### src/rtl/mskaes_kat_sequencer.sv
// Known-answer-test sequencer for the masked AES-128 core: reseed the PRNG, stream NVEC vectors, recombine and compare.
// Build option RANDOM_SHARING_EN: LFSR-generated shares 1..d-1 replace the all-zero upper shares.
module mskaes_kat_sequencer #(
    parameter int d       = 2,
    parameter int NVEC    = 4,
    parameter int TIMEOUT = 1024,
    parameter int CW      = 16,
    parameter int IW      = (NVEC > 1) ? $clog2(NVEC) : 1
) (
    input  logic               clk_i,
    input  logic               rst_i,
    input  logic               start_i,
    output logic [IW-1:0]      vec_idx_o,
    input  logic [127:0]       vec_pt_i,
    input  logic [127:0]       vec_key_i,
    input  logic [127:0]       vec_ct_i,
    output logic               prng_start_reseed_o,
    input  logic               prng_out_valid_i,
    output logic               valid_in_o,
    input  logic               ready_i,
    output logic [128*d-1:0]   sh_plaintext_o,
    output logic [128*d-1:0]   sh_key_o,
    input  logic               cipher_valid_i,
    input  logic [128*d-1:0]   sh_ciphertext_i,
    output logic               busy_o,
    output logic               done_o,
    output logic               pass_all_o,
    output logic [IW:0]        fail_count_o,
    output logic [IW-1:0]      first_fail_idx_o,
    output logic [CW-1:0]      last_cycles_o,
    output logic               timeout_err_o
);
    // IDLE wait start | RESEED reseed pulse | WAIT_PRNG wait prng | LOAD share+offer | RUN await ct | CHECK compare | DONE report
    localparam logic [2:0] S_IDLE = 3'd0, S_RESEED = 3'd1, S_WAIT_PRNG = 3'd2, S_LOAD = 3'd3,
                           S_RUN = 3'd4, S_CHECK = 3'd5, S_DONE = 3'd6;
    localparam logic [CW-1:0] TMO_CNT  = CW'(TIMEOUT);
    localparam logic [IW-1:0] LAST_IDX = IW'(NVEC - 1);

    logic [2:0]        state_q, state_d;
    logic [IW-1:0]     idx_q, idx_d, first_q, first_d;
    logic              valid_q, valid_d, busy_q, busy_d, done_q, done_d, tmo_q, tmo_d;
    logic [IW:0]       fail_q, fail_d, fail_inc;
    logic [CW-1:0]     cnt_q, cnt_d, last_q, last_d;
    logic [127:0]      ct_q, ct_d, ct_rec;
    logic [128*d-1:0]  shpt_q, shpt_d, shkey_q, shkey_d, shpt_new, shkey_new;

    always_comb begin
        ct_rec = '0;
        for (int i = 0; i < 128; i++) ct_rec[i] = ^sh_ciphertext_i[d*i +: d];
    end

`ifdef RANDOM_SHARING_EN
    logic [31:0] lfsr_q;
    logic        pt_mask, key_mask;

    always_ff @(posedge clk_i or posedge rst_i) begin
        if (rst_i) lfsr_q <= 32'hACE1_2468;
        else       lfsr_q <= {lfsr_q[30:0], lfsr_q[31] ^ lfsr_q[21] ^ lfsr_q[1] ^ lfsr_q[0]};
    end

    // Each share position taps a different LFSR rotation; share 0 absorbs the XOR of the others.
    always_comb begin
        shpt_new  = '0;
        shkey_new = '0;
        pt_mask   = 1'b0;
        key_mask  = 1'b0;
        for (int i = 0; i < 128; i++) begin
            pt_mask  = 1'b0;
            key_mask = 1'b0;
            for (int j = 1; j < d; j++) begin
                shpt_new[d*i+j]  = lfsr_q[5'((i + 7*j) % 32)];
                shkey_new[d*i+j] = lfsr_q[5'((i + 7*j + 13) % 32)];
                pt_mask  = pt_mask ^ lfsr_q[5'((i + 7*j) % 32)];
                key_mask = key_mask ^ lfsr_q[5'((i + 7*j + 13) % 32)];
            end
            shpt_new[d*i]  = vec_pt_i[i] ^ pt_mask;
            shkey_new[d*i] = vec_key_i[i] ^ key_mask;
        end
    end
`else
    always_comb begin
        shpt_new  = '0;
        shkey_new = '0;
        for (int i = 0; i < 128; i++) begin
            shpt_new[d*i]  = vec_pt_i[i];
            shkey_new[d*i] = vec_key_i[i];
        end
    end
`endif

    assign fail_inc = (&fail_q) ? fail_q : fail_q + 1'b1;

    always_comb begin
        state_d = state_q;
        idx_d   = idx_q;
        first_d = first_q;
        valid_d = valid_q;
        busy_d  = busy_q;
        done_d  = done_q;
        tmo_d   = tmo_q;
        fail_d  = fail_q;
        cnt_d   = cnt_q;
        last_d  = last_q;
        ct_d    = ct_q;
        shpt_d  = shpt_q;
        shkey_d = shkey_q;
        case (state_q)
            S_IDLE, S_DONE: begin
                if (start_i) begin
                    state_d = S_RESEED;
                    busy_d  = 1'b1;
                    done_d  = 1'b0;
                    tmo_d   = 1'b0;
                    fail_d  = '0;
                    first_d = '0;
                    last_d  = '0;
                    idx_d   = '0;
                end
            end
            S_RESEED:    state_d = S_WAIT_PRNG;
            S_WAIT_PRNG: if (prng_out_valid_i) state_d = S_LOAD;
            S_LOAD: begin
                if (!valid_q) begin
                    shpt_d  = shpt_new;
                    shkey_d = shkey_new;
                    valid_d = 1'b1;
                end else if (ready_i) begin
                    valid_d = 1'b0;
                    cnt_d   = CW'(1);
                    state_d = S_RUN;
                end
            end
            S_RUN: begin
                if (cipher_valid_i) begin
                    last_d  = cnt_q;
                    ct_d    = ct_rec;
                    state_d = S_CHECK;
                end else if (cnt_q == TMO_CNT) begin
                    tmo_d   = 1'b1;
                    fail_d  = fail_inc;
                    if (fail_q == '0) first_d = idx_q;
                    busy_d  = 1'b0;
                    done_d  = 1'b1;
                    state_d = S_DONE;
                end else if (cnt_q != '1) begin
                    cnt_d = cnt_q + 1'b1;
                end
            end
            S_CHECK: begin
                if (ct_q != vec_ct_i) begin
                    fail_d = fail_inc;
                    if (fail_q == '0) first_d = idx_q;
                end
                if (idx_q == LAST_IDX) begin
                    busy_d  = 1'b0;
                    done_d  = 1'b1;
                    state_d = S_DONE;
                end else begin
                    idx_d   = idx_q + 1'b1;
                    state_d = S_LOAD;
                end
            end
            default: state_d = S_IDLE;
        endcase
    end

    always_ff @(posedge clk_i or posedge rst_i) begin
        if (rst_i) begin
            state_q <= S_IDLE;
            idx_q   <= '0;
            first_q <= '0;
            valid_q <= 1'b0;
            busy_q  <= 1'b0;
            done_q  <= 1'b0;
            tmo_q   <= 1'b0;
            fail_q  <= '0;
            cnt_q   <= '0;
            last_q  <= '0;
            ct_q    <= '0;
            shpt_q  <= '0;
            shkey_q <= '0;
        end else begin
            state_q <= state_d;
            idx_q   <= idx_d;
            first_q <= first_d;
            valid_q <= valid_d;
            busy_q  <= busy_d;
            done_q  <= done_d;
            tmo_q   <= tmo_d;
            fail_q  <= fail_d;
            cnt_q   <= cnt_d;
            last_q  <= last_d;
            ct_q    <= ct_d;
            shpt_q  <= shpt_d;
            shkey_q <= shkey_d;
        end
    end

    assign vec_idx_o           = idx_q;
    assign prng_start_reseed_o = (state_q == S_RESEED);
    assign valid_in_o          = valid_q;
    assign sh_plaintext_o      = shpt_q;
    assign sh_key_o            = shkey_q;
    assign busy_o              = busy_q;
    assign done_o              = done_q;
    assign pass_all_o          = done_q && (fail_q == '0) && !tmo_q;
    assign fail_count_o        = fail_q;
    assign first_fail_idx_o    = first_q;
    assign last_cycles_o       = last_q;
    assign timeout_err_o       = tmo_q;
endmodule
### config.mk
export PLATFORM = sky130hd
export DESIGN_NAME = mskaes_kat_sequencer
export DESIGN_NICKNAME = d
export VERILOG_FILES = /design/src/rtl/mskaes_kat_sequencer.sv
export SDC_FILE = /design/constraint.sdc
export NUM_CORES = 1
export LEC_CHECK = 0
export CORE_AREA = 2 2 461 463
export CTS_CLUSTER_SIZE = 40
export DETAILED_ROUTE_END_ITERATION = 12
export DIE_AREA = 0 0 463 465
export GPL_ROUTABILITY_DRIVEN = 1
export MAX_ROUTING_LAYER = met4
export PLACE_DENSITY = 0.3
export SLEW_MARGIN = 20
export SYNTH_ARGS = -nofsm -noshare
export SYNTH_HDL_FRONTEND = slang
export SYNTH_SLANG_ARGS = --single-unit
### constraint.sdc
create_clock -name clk_i -period 37.5 [get_ports clk_i]
set_clock_uncertainty 0.2 [all_clocks]
set_input_delay 3.75 -clock clk_i [delete_from_list [all_inputs] [get_ports clk_i]]
set_output_delay 3.75 -clock clk_i [all_outputs]
set_load 0.02 [all_outputs]
---- Word-level counts from Yosys, hierarchy flattened ----
Cells that the tools add are included.
W data, S select, Z words.
storage, ports and cells
  register bits ........................... 430
  bits in latches ......................... 0
  memory bits (writable) .................. 0
  memory bits (read-only) ................. 0
  input port bits ......................... 646
  memories kept ........................... 0
operators by class
  add/sub/neg operators ................... 3
  multipliers ............................. 0
  divide/modulo/power cells ............... 0
  $lt $le $gt $ge ......................... 0
  equality and inequality tests ........... 23
  shift operators ......................... 0
  muxes and demuxes ....................... 44
  bitwise operators ....................... 1
  reduce and logical (&&, ||, !) cells .... 148
operator list
  cell                     number
  $reduce_xor A2 Y1        128
  $ne A128 B128 Y1         1
  $mux W16                 7
  $pmux W16 S2             2
  $mux W3                  12
  $ne A2 B2 Y1 const B     12
  $pmux W3 S6              1
  $add A16 B1 Y16 const B  1
  $eq A16 B11 Y1 const B   1
  $ne A16 B16 Y1 const B   1
  $reduce_and A5 Y1        3
  $mux W2                  6
  $mux W1                  10
  $eq A3 B3 Y1 const B     3
  $pmux W3 S3              1
  $reduce_and A3 Y1        3
  $eq A3 B2 Y1 const B     2
  $logic_not A3 Y1         2
  $pmux W1 S3              2
  $pmux W2 S3              1
  $reduce_and A6 Y1        1
  $reduce_bool A2 Y1       3
  $pmux W2 S2              1
  $reduce_and A2 Y1        2
  other kinds (12)         13

---- Logic depth before layout (Yosys ltp) ----
Gate-level depths: netlist of run 1.
  depth after elaboration ................. 5
  depth in mapped cells ................... 10
  mapped depth without buffers ............ 9

---- Least setup slack after synthesis of run 1 ----
No wires, ideal clock.
  path kind ............................... input -> register
  from .................................... input port vec_ct_i[87]
  to ...................................... register first_q[1] (netlist: first_fail_idx_o[1])
  library setup time ...................... 124 ps
  data arrival time ....................... 5328 ps
  data required time ...................... 37176 ps
  setup slack ............................. 31848 ps
  stages on the path ...................... 7
  path through ............................ xor2_1 or4_1 nor4_1 nand4_1 nor4_4 nor4_1 a211o_1
on the way
  cells in the longest elaborated chain, start to end .. 3
ends and longest elaborated chain
  element                      RTL line  RTL
  start, declared              16        input logic [127:0] vec_ct_i,
  $ne A128 B128 Y1             150       if (ct_q != vec_ct_i) begin
  $ne A2 B2 Y1 (no line)       n/a
  $reduce_and A5 Y1 (no line)  n/a
  end signal, assigned         185       first_q <= first_d;
  end, declared                40        logic [IW-1:0] idx_q, idx_d, first_q, first_d;
Every way passes these cells.
A chain may end at the register's enable or synchronous reset.

---- Final worst setup path of run 1 ----
  from .................................... input port vec_ct_i[36]
  to ...................................... register first_q[0] (netlist: first_fail_idx_o[0])
The elaborated chain is that of the path after synthesis.

==> run summary, run 1 <==
Status: complete, no violations
Fmax: 150 MHz
#FFs+latches synth: 430
Switch share: 38.0%
Core area: 211000 um2
Worst setup path start: vec_ct_i[36]
Grt ovf: 0
Worst Setup EP: first_fail_idx_o[0]
Post-synthesis async set-or-reset flop share: 100%
Cell count of the worst reg-to-reg path: 7
Proportion of layout cells with a drive suffix above 1: 14.6%
Slowest stage cell, crit path: nor4_1
Logic pwr share: 41.0%
Vias/cell: 2.86
PostCTS Resize Cnt: 0
Post-route minimum period: 6.65 ns
Cells after Synth: 1753
First-pass GRT wire length: 155000 um
RSZ-0062 raised after global routing: no
Buffers on Ports: 930
All-Layer GR Usage: 11.0%
Die X: 463 um
CTS clock-pin slew for the worst setup and hold paths: 0.05 ns
Setup TNS: 0 ns
DRT Wirelength: 118000 um
Final Hold Slack: 0.301 ns
Layout net count: 3358
Clock share of power: 26.3%
Final GP Congestion: 0.777
Final setup viols: 0
R2R setup slack: 32.47 ns
Synthesis warning total: 0
Crit end category: register
Post-synthesis sequential area ratio: 51.9%
Vias in the first global route: 17200
Sequential share of power: 32.7%
Final Cell Area: 34900 um2
HP Class: register to register
CTS Hold Bufs: 0
CP max stage delay: 0.75 ns
HPWL Detailed: 97000 um
Reg2reg start: state_q[0]
Worst path cell trace: clkdlybuf4s50_1 -> xnor2_1 -> nand4_1 -> nor4_1 -> nand4_1 -> nor4_4 -> or2_2 -> o211ai_1
CTS tree: built
Pint: 1.53 mW
Pwr dens: 70.7 nW/um2
Switching Power: 936 uW
Max-Cap Viols: 0
Hold path depth: 1
Critical path class: primary input to register
Hold Fails Final Rpt: 0
Slew HR: 36.6%
Drt first pass iters: 5
# clock sinks: 430
DRC violations left: 0
PnR Total Power: 2.46 mW
Critical R2R Capture: sh_plaintext_o[114]
Critical path startpoint category: primary input
Routed via count: 16100
Max Fanout on Critical Path: 5
Synth Cell Area: 20700 um2
Worst skew pair latency: 0.67 ns
Leakage power figure: 13.7 nW
Drt initial violations: 582
Post-synth EDFFs: 0
Top cells by area, synth: dfrtp_1 52%, mux2_2 14%, xnor2_1 9.9%
Initial Util: 9.83%
Max clock buf depth: 3
Unique masters post-synth: 52
Die Ht: 465 um
Most used cell, CP: nand4_1
Top-Level Pins: 1187
VDD IR max: 0.0366 mV
Cell taking the most area after synthesis: dfrtp_1
Area grow syn2layout: 68.3%
Antenna Nets Post-Route: 0
Synth Area per Inst: 11.8 um2
Ys flop type: dfrtp_1
Slew @ Worst Pin: 0.950 ns
Initial antenna violation count: 78
Worst Path Required: 37.84 ns
Placed Area: 32500 um2
CTS Buf Count: 67
Wire length per cell: 20.9 um
Die area: 215000 um2
Fin util: 16.5%
Pin count of the biggest net entering global routing: 139
WP data arrival: 6.99 ns
Top cell type's share of synthesized area: 51.9%
Max Slew Vio Count: 0
Final cycle utilization of the critical path: 17.7%
Root buf cell: clkbuf_16
H-tree depth: 3
Standard-cell rows: 169
Post-CTS Setup Bufs: 0
worst min path at each step:
stage | slack, ns | end | startpoint
after floorplan | 0.30 | ct_q[56] | ct_q[56]
after global placement | 0.29 | last_cycles_o[0] | last_cycles_o[0]
after detailed placement | 0.29 | last_cycles_o[0] | last_cycles_o[0]
after CTS | 0.30 | last_cycles_o[0] | last_cycles_o[0]
after global routing | 0.32 | last_cycles_o[8] | last_cycles_o[8]
final | 0.30 | sh_key_o[124] | sh_key_o[124]
critical path, delay by kind of cell:
family / cells / cell delay (ns)
simple gates: 5 / 2.37
compound gates: 1 / 0.11
xor+xnor: 1 / 0.28
buf+inv: 1 / 0.46
per-stage QoR:
stage	instances	worst slack, ns
final	5617	30.85
after global routing	5615	30.49
after CTS	5578	30.34
after detailed placement	5457	29.57
after global placement	5456	29.54
after floorplan	2008	21.58
cells in the final DEF (no fill, tap or decap), types with 12 or more instances in the layout:
| cell | Yosys | layout |
|---|---|---|
| clkbuf_1 | 37 | 14 |
| clkdlybuf4s50_1 | 0 | 930 |
| nand4_1 | 34 | 34 |
| inv_1 | 18 | 17 |
| a22o_1 | 15 | 15 |
| a21oi_1 | 127 | 127 |
| clkinv_2 | 0 | 12 |
| conb_1 | 1 | 256 |
| clkbuf_16 | 0 | 67 |
| buf_4 | 257 | 20 |
| nor2_1 | 150 | 149 |
| clkbuf_8 | 2 | 17 |
| mux2_2 | 257 | 257 |
| xor2_1 | 32 | 32 |
| o21ai_0 | 12 | 12 |
| nand2_1 | 22 | 22 |
| xnor2_1 | 234 | 232 |
| dfrtp_1 | 430 | 430 |
| diode_2 | 0 | 39 |
synthesized netlist by cell type, types with 15 or more instances:
cell type	instances
dfrtp_1	430
buf_4	257
mux2_2	257
xnor2_1	234
nor2_1	150
a21oi_1	127
clkbuf_1	37
nand4_1	34
xor2_1	32
buf_2	26
nand2_1	22
inv_1	18
a22o_1	15
area by class of cell:
class                      instances  area, um2
fill                           23500     176000
sequential                       430      10800
timing repair buffer             952       9490
multi-input combinational       1236       8670
tap                             2821       3530
clock buffer                      98       1960
clock inverter                    23        294
antenna                           39       97.6
inverter                          18       75.1
sequential cells by signal (all words and copies together) (netlist names):
name              cells
ct_q                128
sh_key_o            128
sh_plaintext_o      128
cnt_q                16
last_cycles_o        16
fail_count_o          3
state_q               3
first_fail_idx_o      2
vec_idx_o             2
busy_o                1
done_o                1
timeout_err_o         1
valid_in_o            1
kinds of logic after synthesis:
group | Yosys count | share of synthesized area (%)
flops | 430 | 51.9
mux | 257 | 14.0
xor+xnor | 266 | 11.2
compound gates | 184 | 5.21
other cells | 1 | 0.0181
fa+ha+maj | 7 | 0.423
simple gates | 266 | 6.12
buf+inv | 342 | 11.1
power groups by stage:
stage	sequential (mW)	combinational, mW	clock, mW
CTS	0.815	1.04	0.689
floorplan	0.934	0.362	0
finish	0.806	1.01	0.649
global route	0.839	1.09	0.702
global placement	0.815	1.04	0
detailed placement	0.817	1.04	0
metal layers:
metal / vias up / global-route usage (%) / part of all wire, %
met5: - / - / 0
met4: 0 / 3.59 / 2.7
met3: 156 / 5.36 / 11
met2: 841 / 19.5 / 52
met1: 7685 / 10.3 / 34
li1: 7399 / - / -
Power figures use the tool's default switching activity.
==> run 2, diff against run 1 <==
CORE_AREA = 2 2 458 460   (was 2 2 461 463)
DIE_AREA = 0 0 460 462   (was 0 0 463 465)
clock period = 6.22 ns   (was 37.5 ns; I/O delays follow)
==> run 2 against run 1 <==
Net effect:
- clock-buffer cell count unchanged
- global-route usage is 0.39 points higher
- sequential power increased to 6.1 times the previous value
- core utilization is 0.16 points higher
- via count barely moved
- worst setup slack worse by 28 ns
- die area is 1.3% lower
- first-iteration DRC count increased by 1.4%
- flip-flop and latch count unchanged
- final cell count is 1.7% lower
- critical endpoint is now ct_q[7]
==> run summary, run 2 (same netlist as run 1, synthesis figures left out) <==
VDD IR max: 0.205 mV
Pre-CTS setup slack: 1.75 ns
HP Class: primary input to async pin
CTS tree: built
Crit end category: register
Standard-cell rows: 168
Non-filler cells in the finished layout: 5520
DRT Wirelength: 121000 um
# fillers: 23100
Initial antenna violation count: 85
Cell count of the worst reg-to-reg path: 7
CTS Hold Bufs: 0
Final setup viols: 0
Vias/cell: 2.91
Core area: 208000 um2
CTS clock-pin slew for the worst setup and hold paths: 0.06 ns
# clock sinks: 430
Final cycle utilization of the critical path: 59.5%
Post-route minimum period: 3.70 ns
Wire length per cell: 21.9 um
Slew @ Worst Pin: 1.15 ns
Vias in the first global route: 16600
All-Layer GR Usage: 11.4%
Max Slew Vio Count: 0
Final Cell Area: 34800 um2
Critical path startpoint category: register
Reg2reg start: state_q[2]
Die area: 213000 um2
Most frequent cells in the layout: 930 x clkdlybuf4s50_1, 430 x dfrtp_1, 257 x mux2_2, 256 x conb_1, 233 x xnor2_1
Fmax: 270 MHz
RSZ-0062 raised after global routing: no
Antenna Nets Post-Route: 0
DRC violations left: 0
Worst skew pair latency: 0.66 ns
Drt initial violations: 590
Pwr dens: 427 nW/um2
PnR Total Power: 14.8 mW
HPWL Detailed: 101000 um
WP data arrival: 4.09 ns
H-tree depth: 3
Worst setup path start: state_q[2]
Status: complete, no violations
Grt ovf: 0
Top-Level Pins: 1187
Buffers on Ports: 930
Area grow syn2layout: 67.7%
Most common cell after layout, fill and taps aside: clkdlybuf4s50_1
Initial Util: 9.96%
Max Fanout on Critical Path: 77
Max-Cap Viols: 0
Slew HR: 22.5%
Die X: 460 um
Setup WS post-layout: 2.52 ns
Hold Fails Final Rpt: 0
Final GP Congestion: 0.785
Routed via count: 16100
Proportion of layout cells with a drive suffix above 1: 14.2%
Leakage power figure: 13.6 nW
Dpl cells: 5352
Root buf cell: clkbuf_16
Worst Path Required: 6.61 ns
Final Hold Slack: 0.247 ns
Critical path class: register to register
Layout net count: 3353
CTS Buf Count: 66
Pin count of the biggest net entering global routing: 122
PostCTS Resize Cnt: 0
Die Ht: 462 um
Max clock buf depth: 3
Placed Area: 32400 um2
First-pass GRT wire length: 156000 um
Drt first pass iters: 5
Post-CTS Setup Bufs: 0
run 2: cell types whose count changed in the layout (fill, tap and decap cells not counted), moves of 2 or more:
cell | before | now
buf_4 | 20 | 13
bufinv_16 | 1 | 3
clkinv_2 | 12 | 6
diode_2 | 39 | 52
buf_12 | 1 | 5
inv_16 | 3 | 1
clkbuf_1 | 14 | 17
clkbuf_8 | 17 | 15
clkinv_8 | 0 | 2
run 2: worst paths after layout:
check / endpoint / slack [ns]
max in group asynchronous: ct_q[19] / 4.27
hold reg to reg: last_cycles_o[0] / 0.28
setup reg to reg: ct_q[7] / 2.52
setup / recovery: ct_q[7] / 2.52
min in group clk_i: last_cycles_o[0] / 0.28
hold / removal: sh_plaintext_o[42] / 0.25
run 2: where the power goes:
part	switching [mW]	internal [mW]
clock network	1.58	2.29
logic	3.12	2.93
registers	0.918	4.00
run 2: metal layers:
metal,part of all wire (%),GRT usage [%],vias to the layer above
li1,-,-,7422
met1,36,11.5,7677
met2,50,19.1,840
met3,12,6.26,136
met4,1.9,2.67,0
met5,0,-,-
run 2: stage by stage:
step | utilization (%) | TNS, ns
detailed placement | 15.6 | 0
CTS | 16.6 | 0
floorplan | - | -175.17
global placement | 15.6 | 0
finish | 16.7 | 0
global route | 16.7 | 0
run 2: final cells by class:
class / instances / area (um2) / area share (%)
clock buffers: 98 / 1920 / 5.53
diodes: 52 / 130 / 0.374
well taps: 2720 / 3400 / 9.79
repair buffers: 948 / 9510 / 27.4
clock inverters: 18 / 309 / 0.889
inverters: 18 / 71.3 / 0.205
flip-flops and latches: 430 / 10800 / 31.0
multi-input cells: 1236 / 8650 / 24.9
run 2: worst max-delay path, cell delays in order, from the launching register on:
cell	delay [ns]
dfrtp_1	0.76
nand2b_1	0.19
nor2_1	0.33
and2_4	0.55
buf_4	0.71
buf_4	0.59
nor2_1	0.08
a21oi_1	0.14
